**config.mk**
```make
export PLATFORM = sky130hd
export DESIGN_NAME = mm_scheduler
export DESIGN_NICKNAME = d
export VERILOG_FILES = /design/src/rtl/mm_scheduler.sv
export SDC_FILE = /design/constraint.sdc
export NUM_CORES = 1
export LEC_CHECK = 0
export ABC_AREA = 1
export CAP_MARGIN = 15
export CORE_UTILIZATION = 60
export DETAILED_ROUTE_END_ITERATION = 8
export GPL_ROUTABILITY_DRIVEN = 0
export PLACE_DENSITY_LB_ADDON = 0.3
export SYNTH_ARGS = -nofsm -noshare
export SYNTH_HDL_FRONTEND = slang
export SYNTH_SLANG_ARGS = --single-unit
```
**constraint.sdc**
```tcl
create_clock -name clk -period 11 [get_ports clk]
set_input_delay 2.2 -clock clk [delete_from_list [all_inputs] [get_ports clk]]
set_output_delay 2.2 -clock clk [all_outputs]
set_load 0.05 [all_outputs]
```
**src/rtl/mm_scheduler.sv**
```systemverilog
// mm_scheduler: instruction-level controller for the matrix-multiply engine.
// Accepts packed MM instructions on a valid/ready handshake, splits the node
// count into tiles of at most TILE_N nodes, and launches the engine once per
// tile (start pulse, then wait for done).
//
// Optional feature: define MM_TIMEOUT_EN to build a per-launch watchdog that
// abandons an instruction after TIMEOUT_CYCLES without mm_done.
//
// Ports:
//   clk, rstn                 clock, async active-low reset
//   inst_valid/inst_ready     instruction handshake (ready only in IDLE)
//   inst_data[79:0]           packed instruction
//   mm_start_valid            one-cycle engine start pulse per tile
//   mm_done                   engine completion pulse (only honoured in WAIT)
//   mm_*_start_addr, mm_ci, mm_co, mm_n, mm_r, mm_a, mm_b
//                             engine configuration for the current tile
//   busy                      instruction in progress
//   inst_done                 pulse when all tiles of an instruction finish
//   inst_err                  pulse when an instruction is rejected/times out

module mm_scheduler #(
  parameter int unsigned TILE_N         = 64,
  parameter int unsigned TIMEOUT_CYCLES = 1048576
) (
  input  logic        clk,
  input  logic        rstn,
  input  logic        inst_valid,
  output logic        inst_ready,
  input  logic [79:0] inst_data,
  output logic        mm_start_valid,
  input  logic        mm_done,
  output logic [12:0] mm_weight_start_addr,
  output logic [10:0] mm_input_start_addr,
  output logic [10:0] mm_output_start_addr,
  output logic [8:0]  mm_bias_start_addr,
  output logic [7:0]  mm_ci,
  output logic [7:0]  mm_co,
  output logic [15:0] mm_n,
  output logic        mm_r,
  output logic        mm_a,
  output logic        mm_b,
  output logic        busy,
  output logic        inst_done,
  output logic        inst_err
);

  localparam int unsigned N_W  = 16;
  localparam int unsigned AD_W = 11;
  localparam logic [N_W-1:0] TILE = N_W'(TILE_N);

  if (TILE_N < 1 || TILE_N > 65535) begin : g_bad_tile_n
    $error("mm_scheduler: TILE_N must be in 1..65535");
  end
  if (TIMEOUT_CYCLES < 2) begin : g_bad_timeout
    $error("mm_scheduler: TIMEOUT_CYCLES must be at least 2");
  end

  // Instruction word without the reserved top bit
  typedef struct packed {
    logic        b;
    logic        a;
    logic        r;
    logic [15:0] n;
    logic [7:0]  co;
    logic [7:0]  ci;
    logic [8:0]  bias;
    logic [10:0] out_addr;
    logic [10:0] in_addr;
    logic [12:0] weight;
  } inst_t;

  typedef enum logic [2:0] {
    S_IDLE, S_CHECK, S_LAUNCH, S_WAIT, S_NEXT, S_FIN
  } state_t;

  state_t         state, next_state;
  inst_t          inst_q;
  logic [N_W-1:0] remaining;

  logic           accept;
  logic           inst_ok;
  logic [N_W-1:0] rem_after;
  logic [AD_W-1:0] in_step, out_step;

  logic unused_rsvd;
  assign unused_rsvd = inst_data[79];

  // Next-cycle values of the registered outputs
  logic            ready_nxt, start_nxt, busy_nxt, done_nxt, err_nxt;
  logic [12:0]     weight_nxt;
  logic [10:0]     in_nxt, out_nxt;
  logic [8:0]      bias_nxt;
  logic [7:0]      ci_nxt, co_nxt;
  logic [N_W-1:0]  n_nxt, rem_nxt;
  logic            r_nxt, a_nxt, b_nxt;

  function automatic logic [N_W-1:0] tile_min(input logic [N_W-1:0] v);
    return (v > TILE) ? TILE : v;
  endfunction

  assign accept    = inst_valid & inst_ready;
  assign inst_ok   = (inst_q.ci != '0) && (inst_q.co != '0) && (inst_q.n != '0);
  assign rem_after = remaining - mm_n;
  // Strides are formed at 24 bits, then only the low address bits are kept
  assign in_step   = AD_W'(24'(mm_n) * 24'(mm_ci));
  assign out_step  = AD_W'(24'(mm_n) * 24'(mm_co));

`ifdef MM_TIMEOUT_EN
  localparam int unsigned WD_W = $clog2(TIMEOUT_CYCLES + 1);
  logic [WD_W-1:0] wd_cnt;
  logic            wd_expired;

  // Counter holds (WAIT cycles - 1); firing at TIMEOUT_CYCLES-2 places the
  // err pulse exactly TIMEOUT_CYCLES cycles after the start pulse.
  assign wd_expired = (state == S_WAIT) && (wd_cnt == WD_W'(TIMEOUT_CYCLES - 2));

  // Watchdog: clears in LAUNCH, counts in WAIT
  always_ff @(posedge clk or negedge rstn) begin : wd_reg
    if (!rstn) begin
      wd_cnt <= '0;
    end else if (state == S_LAUNCH) begin
      wd_cnt <= '0;
    end else if (state == S_WAIT) begin
      wd_cnt <= wd_cnt + WD_W'(1);
    end
  end
`endif

  // State register
  always_ff @(posedge clk or negedge rstn) begin : state_reg
    if (!rstn) begin
      state <= S_IDLE;
    end else begin
      state <= next_state;
    end
  end

  // Next-state logic
  always_comb begin : next_state_comb
    next_state = state;
    case (state)
      S_IDLE:   if (accept) next_state = S_CHECK;
      S_CHECK:  next_state = inst_ok ? S_LAUNCH : S_IDLE;
      S_LAUNCH: next_state = S_WAIT;
      S_WAIT: begin
        if (mm_done) begin
          next_state = S_NEXT;
`ifdef MM_TIMEOUT_EN
        end else if (wd_expired) begin
          next_state = S_IDLE;
`endif
        end
      end
      S_NEXT:   next_state = (rem_after == '0) ? S_FIN : S_LAUNCH;
      S_FIN:    next_state = S_IDLE;
      default:  next_state = S_IDLE;
    endcase
  end

  // Output logic: computes what the output registers load this edge
  always_comb begin : output_comb
    weight_nxt = mm_weight_start_addr;
    in_nxt     = mm_input_start_addr;
    out_nxt    = mm_output_start_addr;
    bias_nxt   = mm_bias_start_addr;
    ci_nxt     = mm_ci;
    co_nxt     = mm_co;
    n_nxt      = mm_n;
    r_nxt      = mm_r;
    a_nxt      = mm_a;
    b_nxt      = mm_b;
    rem_nxt    = remaining;
    err_nxt    = 1'b0;
    ready_nxt  = (next_state == S_IDLE);
    busy_nxt   = (next_state != S_IDLE);
    start_nxt  = (next_state == S_LAUNCH);
    done_nxt   = (next_state == S_FIN);

    case (state)
      S_CHECK: begin
        if (inst_ok) begin
          weight_nxt = inst_q.weight;
          in_nxt     = inst_q.in_addr;
          out_nxt    = inst_q.out_addr;
          bias_nxt   = inst_q.bias;
          ci_nxt     = inst_q.ci;
          co_nxt     = inst_q.co;
          r_nxt      = inst_q.r;
          a_nxt      = inst_q.a;
          b_nxt      = inst_q.b;
          rem_nxt    = inst_q.n;
          n_nxt      = tile_min(inst_q.n);
        end else begin
          err_nxt = 1'b1;
        end
      end
      S_NEXT: begin
        // Bases wrap modulo 2^11 by plain truncation
        rem_nxt = rem_after;
        in_nxt  = mm_input_start_addr + in_step;
        out_nxt = mm_output_start_addr + out_step;
        if (rem_after != '0) n_nxt = tile_min(rem_after);
      end
`ifdef MM_TIMEOUT_EN
      S_WAIT: begin
        if (!mm_done && wd_expired) err_nxt = 1'b1;
      end
`endif
      default: ;
    endcase
  end

  // Instruction latch on accept
  always_ff @(posedge clk or negedge rstn) begin : inst_reg
    if (!rstn) begin
      inst_q <= '0;
    end else if (accept) begin
      inst_q <= inst_t'(inst_data[78:0]);
    end
  end

  // Output and datapath registers
  always_ff @(posedge clk or negedge rstn) begin : out_reg
    if (!rstn) begin
      inst_ready           <= 1'b0;
      mm_start_valid       <= 1'b0;
      mm_weight_start_addr <= '0;
      mm_input_start_addr  <= '0;
      mm_output_start_addr <= '0;
      mm_bias_start_addr   <= '0;
      mm_ci                <= '0;
      mm_co                <= '0;
      mm_n                 <= '0;
      mm_r                 <= 1'b0;
      mm_a                 <= 1'b0;
      mm_b                 <= 1'b0;
      busy                 <= 1'b0;
      inst_done            <= 1'b0;
      inst_err             <= 1'b0;
      remaining            <= '0;
    end else begin
      inst_ready           <= ready_nxt;
      mm_start_valid       <= start_nxt;
      mm_weight_start_addr <= weight_nxt;
      mm_input_start_addr  <= in_nxt;
      mm_output_start_addr <= out_nxt;
      mm_bias_start_addr   <= bias_nxt;
      mm_ci                <= ci_nxt;
      mm_co                <= co_nxt;
      mm_n                 <= n_nxt;
      mm_r                 <= r_nxt;
      mm_a                 <= a_nxt;
      mm_b                 <= b_nxt;
      busy                 <= busy_nxt;
      inst_done            <= done_nxt;
      inst_err             <= err_nxt;
      remaining            <= rem_nxt;
    end
  end

endmodule

```
==> results of run 1 <==
-- worst paths after layout --
check,endpoint,slack [ns],startpoint,cells past startpoint
worst min-delay path,mm_bias_start_addr[5],0.49,mm_bias_start_addr[5],2
worst max-delay path,mm_output_start_addr[10],6.28,mm_n[0],16
worst max register to register,mm_output_start_addr[10],6.28,mm_n[0],16
min in group asynchronous,inst_q[0],1.90,rstn,1
worst min register to register,mm_bias_start_addr[5],0.49,mm_bias_start_addr[5],2
max in group asynchronous,mm_a,7.59,rstn,2
-- placed cells by master, fill, tap and decap left out, types with 4 or more instances in the layout --
cell             instances
nand2_2                  7
nand2_1                342
dfrtp_1                182
inv_6                    6
clkbuf_16               17
mux2_2                  16
nand3b_1                 6
xnor2_1                 17
fa_1                    79
o211ai_1                 7
inv_1                  348
clkdlybuf4s50_1        165
nor4_1                   6
nor2_1                 109
nor2_2                   5
nand3_1                 47
a211oi_1                 5
ha_1                    55
nor3_1                   4
o221ai_1                16
nand4_1                  9
a31oi_1                  5
buf_4                    5
o21ai_0                 54
a21oi_1                 87
xor2_1                  22
nor2_4                  10
inv_8                    4
-- kinds of logic (layout without fill, tap and decap cells) --
| logic type | after synthesis | count (layout) |
|---|---|---|
| and+or+nand+nor | 556 | 556 |
| buffers and inverters | 411 | 554 |
| muxes | 16 | 16 |
| xor gates and xnor gates | 39 | 39 |
| AOI/OAI and AO/OA | 183 | 183 |
| DFF | 182 | 182 |
| adders and majority gates | 134 | 134 |
-- per-stage QoR --
stage                     std cells  utilization [%]
after detailed placement       1902            70.04
after global placement         1902            70.04
after global routing           1934            73.05
after CTS                      1934            73.05
after floorplan                1521                -
final                          1934            73.05
-- worst min-delay path: stages, from the launching register on --
cell     delay (ns)
dfrtp_1        0.35
nand2_1        0.05
o21ai_0        0.06
-- layout make-up --
type / count / area, um^2 / area share [%]
tap: 270 / 337.8 / 2.293
sequential: 182 / 4554 / 30.91
multi-input combinational: 928 / 6215 / 42.18
clock buffer: 17 / 425.4 / 2.887
clock inverter: 15 / 181.4 / 1.231
timing repair buffer: 171 / 1700 / 11.54
inverter: 351 / 1320 / 8.959
-- layer usage --
metal | up-vias | track usage, % | share of wire, %
met2 | 419 | 49.06 | 48
met1 | 4893 | 37.87 | 40
met3 | 57 | 8.585 | 9.3
li1 | 4871 | - | -
met5 | - | 0 | 0
met4 | 0 | 11.21 | 2.7
==> out/qor.txt, run 1 <==
status -> finished clean
buffer depth of the longest clock path -> 2
Tcrit/Tclk final -> 42.92%
dpl cell area -> 0.01413 mm^2
crit-path cells -> nand2_1 > fa_1 > fa_1 > inv_1 > fa_1 > inv_1 > fa_1 > inv_1 > ha_1 > nand2_1 > o31ai_1 > inv_1 > nand2_1 > nand3_1 > nand2_1 > nand2_1
slowest cell delay on critical path -> 0.86 ns
Slew headroom -> 33.74%
HPWL after DPL -> 21820 um
CTS sink count -> 182
CTS buffer count -> 17
Antenna diodes -> 0
largest net degree at the start of global routing -> 111
cell family with most CP delay -> adder cells
post-cts sizing count -> 0
Final Slew Violations -> 0
sequential share of the synthesized area -> 36.95%
CP bufs+invs -> 4
async set or reset register ratio after synthesis -> 100.0%
Die Span X -> 145.3 um
die area -> 0.02112 mm^2
Die Y-Extent -> 145.3 um
Total GRT Usage -> 29.94%
hold_buf cts -> 0
synth top area cells -> dfrtp_1 (37%), fa_1 (13%), inv_1 (11%)
number of fill cells in the layout -> 1484
post-synthesis cell count -> 1521
#FFs+latches synth -> 182
Avg Inst Size Synth -> 8.103 um^2
Largest regs -> inst_q (79), mm_n (16), remaining (16)
vias per cell -> 5.295
H-tree depth -> 4
endpoint class of the critical path -> flip-flop
prevailing post-synth register cell -> dfrtp_1
DRC Markers -> 0
Final Cell Area -> 0.01473 mm^2
setup TNS -> 0 ns
setup ws final -> 6.278 ns
area share of the largest cell type after synthesis -> 36.95%
fmax -> 211.8 MHz
RSZ-0062 raised after global routing -> false
critical path's most frequent cell -> nand2_1
Synth top cells by count -> inv_1 (348), nand2_1 (343), dfrtp_1 (182)
max FFs per register -> 79
Skew-Pair Late Insertion Delay -> 0.44 ns
Largest Register -> inst_q
DR pass1 iterations -> 5
Final Hold Vio Count -> 0
post-synthesis compound-gate area fraction -> 8.376%
post-CTS setup repair buffer count -> 0
cell taking the most area after synthesis -> dfrtp_1
largest family of logic cells by synthesized area -> simple AND/OR/NAND/NOR gates
crit-path max FO -> 19
number of max-cap violations -> 0
worst-margin pin slew -> 0.9929 ns
Critical Path RT -> 11.32 ns
layout cell share with drive strength beyond 1 -> 5.228%
YS warnings -> 0
Final Skew -> 0.01370 ns
row cnt -> 52
core area -> 0.02017 mm^2
Tmin final -> 4.722 ns
Layout Nets -> 1869
wire length of the first global-routing pass -> 49820 um
vias in the first global route -> 10406
hold_ws -> 0.4855 ns
IO Port Bufs -> 166
post-synthesis adder-cell area fraction -> 18.42%
crit path max-delay cell type -> dfrtp_1
Post-Synthesis Cell Area -> 0.01232 mm^2
grt ovf -> 0
wire per inst -> 15.66 um
initial antenna violation count -> 0
CTS tree -> done
final setup violation count -> 0
initial DRC count -> 741
Worst Hold Class -> reg -> reg
worst setup path class -> reg -> reg
syn nets -> 1739
root buf cell -> clkbuf_16
post-route ant nets -> 0
XOR/XNOR Fraction of Synth Area -> 2.772%
mux cell area share after synthesis -> 1.462%
Netlist cell types -> 40
P&R area growth vs syn -> 19.55%
IO Count -> 168
pre-CTS setup slack -> 6.312 ns
simple-gate portion of the synthesized area -> 19.26%
EDFF count, synth -> 0
CP startpoint kind -> flip-flop
Worst-path clk slew -> 0.07 ns
via count of the routed design -> 10240
DRT Wirelength -> 30280 um
starting density of the core -> 61.10%
most common cell in the netlist -> inv_1
critical path arrival -> 5.05 ns
Power of run 1 is not shown: default switching activity piles up to over one toggle a cycle in this logic, so the estimate is an artifact.
==> run 2: changes to the inputs <==
--- a/config.mk
+++ b/config.mk
@@ -7,7 +7,7 @@
 export LEC_CHECK = 0
 export ABC_AREA = 1
 export CAP_MARGIN = 15
-export CORE_UTILIZATION = 60
+export CORE_UTILIZATION = 51
 export DETAILED_ROUTE_END_ITERATION = 8
 export GPL_ROUTABILITY_DRIVEN = 0
 export PLACE_DENSITY_LB_ADDON = 0.3
==> constraint.sdc (replaced) <==
create_clock -name clk -period 4.2 [get_ports clk]
set_input_delay 0.84 -clock clk [delete_from_list [all_inputs] [get_ports clk]]
set_output_delay 0.84 -clock clk [all_outputs]
set_load 0.05 [all_outputs]
==> out/qor.txt, run 2 (synthesis gave the netlist of run 1 again) <==
Tmin final -> 4.085 ns (was 4.722 ns)
CTS sink count -> 182 (unchanged)
CP startpoint kind -> flip-flop (unchanged)
largest net degree at the start of global routing -> 105 (was 111)
H-tree depth -> 4 (unchanged)
DR WL met3 -> 3007 um (was 2803 um)
reg2reg path depth -> 17 (was 16)
Final Hold Vio Count -> 0 (unchanged)
hold_buf cts -> 0 (unchanged)
Final Slew Violations -> 0 (unchanged)
vias per cell -> 5.089 (was 5.295)
Antenna diodes -> 0 (unchanged)
final setup violation count -> 0 (unchanged)
crit-path cells -> buf_4 > nand2_1 > inv_1 > fa_1 > inv_1 > fa_1 > fa_1 > fa_1 > inv_1 > ha_4 > a21oi_1 > o21a_1 > o31ai_4 > nand3_1 > nand3_1 > nand2_1 > nand2_1 (was nand2_1 > fa_1 > fa_1 > inv_1 > fa_1 > inv_1 > fa_1 > inv_1 > ha_1 > nand2_1 > o31ai_1 > inv_1 > nand2_1 > nand3_1 > nand2_1 > nand2_1)
Worst Hold Class -> in -> async (was reg -> reg)
DRT Wirelength -> 32670 um (was 30280 um)
Die Span X -> 157.5 um (was 145.3 um)
Die Y-Extent -> 157.5 um (was 145.3 um)
Largest regs -> inst_q (79), mm_n (16), remaining (16) (unchanged)
starting density of the core -> 52.19% (was 61.10%)
CTS buffer count -> 17 (unchanged)
post-route ant nets -> 0 (unchanged)
IO Count -> 168 (unchanged)
status -> finished clean (unchanged)
Slew headroom -> 34.26% (was 33.74%)
worst setup path class -> reg -> reg (unchanged)
wire length of the first global-routing pass -> 51120 um (was 49820 um)
reg2reg end -> mm_output_start_addr[10] (unchanged)
fmax -> 244.8 MHz (was 211.8 MHz)
grt ovf -> 0 (unchanged)
reg-to-reg startpoint -> mm_n[5] (was mm_n[0])
buffer depth of the longest clock path -> 2 (unchanged)
commonest non-fill, non-tap cell in the layout -> nand2_1 (was inv_1)
initial antenna violation count -> 2 (was 0)
critical path arrival -> 4.43 ns (was 5.05 ns)
wire per inst -> 15.90 um (was 15.66 um)
pre-CTS setup slack -> -0.01469 ns (was 6.312 ns)
crit-path max FO -> 6 (was 19)
slowest cell delay on critical path -> 0.58 ns (was 0.86 ns)
critical path's most frequent cell -> fa_1 (was nand2_1)
setup ws final -> 0.1155 ns (was 6.278 ns)
core area -> 0.02361 mm^2 (was 0.02017 mm^2)
Critical Path RT -> 4.54 ns (was 11.32 ns)
CTS tree -> done (unchanged)
CP bufs+invs -> 4 (unchanged)
most frequent cells in the layout -> nand2_1 (336), inv_1 (329), dfrtp_1 (167), clkdlybuf4s50_1 (165), nor2_1 (109) (was inv_1 (348), nand2_1 (342), dfrtp_1 (182), clkdlybuf4s50_1 (165), nor2_1 (109))
IO Port Bufs -> 166 (unchanged)
Register-to-Register Setup Slack -> 0.12 ns (was 6.28 ns)
worst-margin pin slew -> 0.9861 ns (was 0.9929 ns)
Skew-Pair Late Insertion Delay -> 0.44 ns (about the same)
Largest Register -> inst_q (unchanged)
RSZ-0062 raised after global routing -> true (was false)
row cnt -> 56 (was 52)
metal2 WL -> 15360 um (was 14430 um)
number of max-cap violations -> 0 (unchanged)
HPWL after DPL -> 23690 um (was 21820 um)
layout cell share with drive strength beyond 1 -> 12.96% (was 5.228%)
DR pass1 iterations -> 7 (was 5)
via count of the routed design -> 10457 (was 10240)
DRC Markers -> 0 (unchanged)
root buf cell -> clkbuf_16 (unchanged)
Worst-path clk slew -> 0.08 ns (was 0.07 ns)
wl on met1 -> 13590 um (was 12220 um)
max FFs per register -> 79 (unchanged)
crit path max-delay cell type -> fa_1 (was dfrtp_1)
endpoint class of the critical path -> flip-flop (unchanged)
Total GRT Usage -> 26.98% (was 29.94%)
die area -> 0.02479 mm^2 (was 0.02112 mm^2)
Tcrit/Tclk final -> 97.25% (was 42.92%)
setup TNS -> 0 ns (unchanged)
initial DRC count -> 631 (was 741)
cell family with most CP delay -> adder cells (unchanged)
vias in the first global route -> 10095 (was 10406)
Layout Nets -> 1941 (was 1869)
Top Layer Used -> met5 (was met4)
Final Skew -> 0.02388 ns (was 0.01370 ns)
P&R area growth vs syn -> 27.17% (was 19.55%)
-- run 2: cell types whose count changed in the layout (fill, tap and decap cells not counted), sizes merged --
cell	delta
buf	+72
bufinv	-1
clkinv	+3
clkinvlp	+1
inv	-3
-- run 2: worst max-delay path by stage --
stage          startpoint                        to  slack [ns]  cells after the start
6_report          mm_n[5]  mm_output_start_addr[10]        0.12                     17
5_1_grt           mm_n[6]    mm_input_start_addr[9]       -0.07                     18
4_1_cts           mm_n[3]   mm_input_start_addr[10]        0.02                     18
3_5_place_dp      mm_n[2]    mm_input_start_addr[9]       -0.01                     18
3_3_place_gp      mm_n[3]   mm_input_start_addr[10]        0.07                     18
2_1_floorplan     mm_n[3]   mm_output_start_addr[9]       -0.02                     19
-- run 2: area by class of cell --
cell class / count / area (um^2)
Clock inverter: 15 / 180.2
Inverter: 351 / 1320
Tap cell: 319 / 399.1
Sequential cell: 182 / 4581
Multi-Input combinational cell: 928 / 6444
Fill cell: 1925 / 7940
Timing Repair Buffer: 243 / 2323
Clock buffer: 17 / 425.4
-- run 2: per-stage QoR --
| step | util, % | cells | hold WS, ns | area, um^2 |
|---|---|---|---|---|
| after floorplan | - | 1521 | 0.4561 | 12450 |
| after global placement | 61.68 | 1985 | 0.4647 | 14560 |
| after detailed placement | 61.68 | 1985 | 0.4731 | 14560 |
| after CTS | 64.40 | 2021 | 0.4941 | 15210 |
| after global routing | 66.37 | 2055 | 0.5145 | 15670 |
| final | 66.37 | 2055 | 0.4761 | 15670 |
-- run 2: repair_timing --
action | CTS | global route
setup endpoints to repair | 3 | 8
gates resized for setup | 3 | 61
pin swaps | 0 | 45
buffers inserted | 4 | 34
-- run 2: metal layers --
layer,global-route usage (%),vias up
li1,-,5002
met1,34.27,5009
met2,43.85,384
met3,8.618,60
met4,8.183,2
met5,0,-
-- run 2: worst reg2reg max path, stage by stage (launching register included) --
cell     delay (ns)
dfrtp_2        0.47
buf_4          0.18
nand2_1        0.05
inv_1          0.06
fa_1           0.55
inv_1          0.06
fa_1           0.51
fa_1           0.45
fa_1           0.58
inv_1          0.08
ha_4           0.26
a21oi_1        0.15
o21a_1         0.18
o31ai_4        0.08
nand3_1        0.11
nand3_1        0.10
nand2_1        0.09
nand2_1        0.05
Power of run 2 is left out for the same reason.
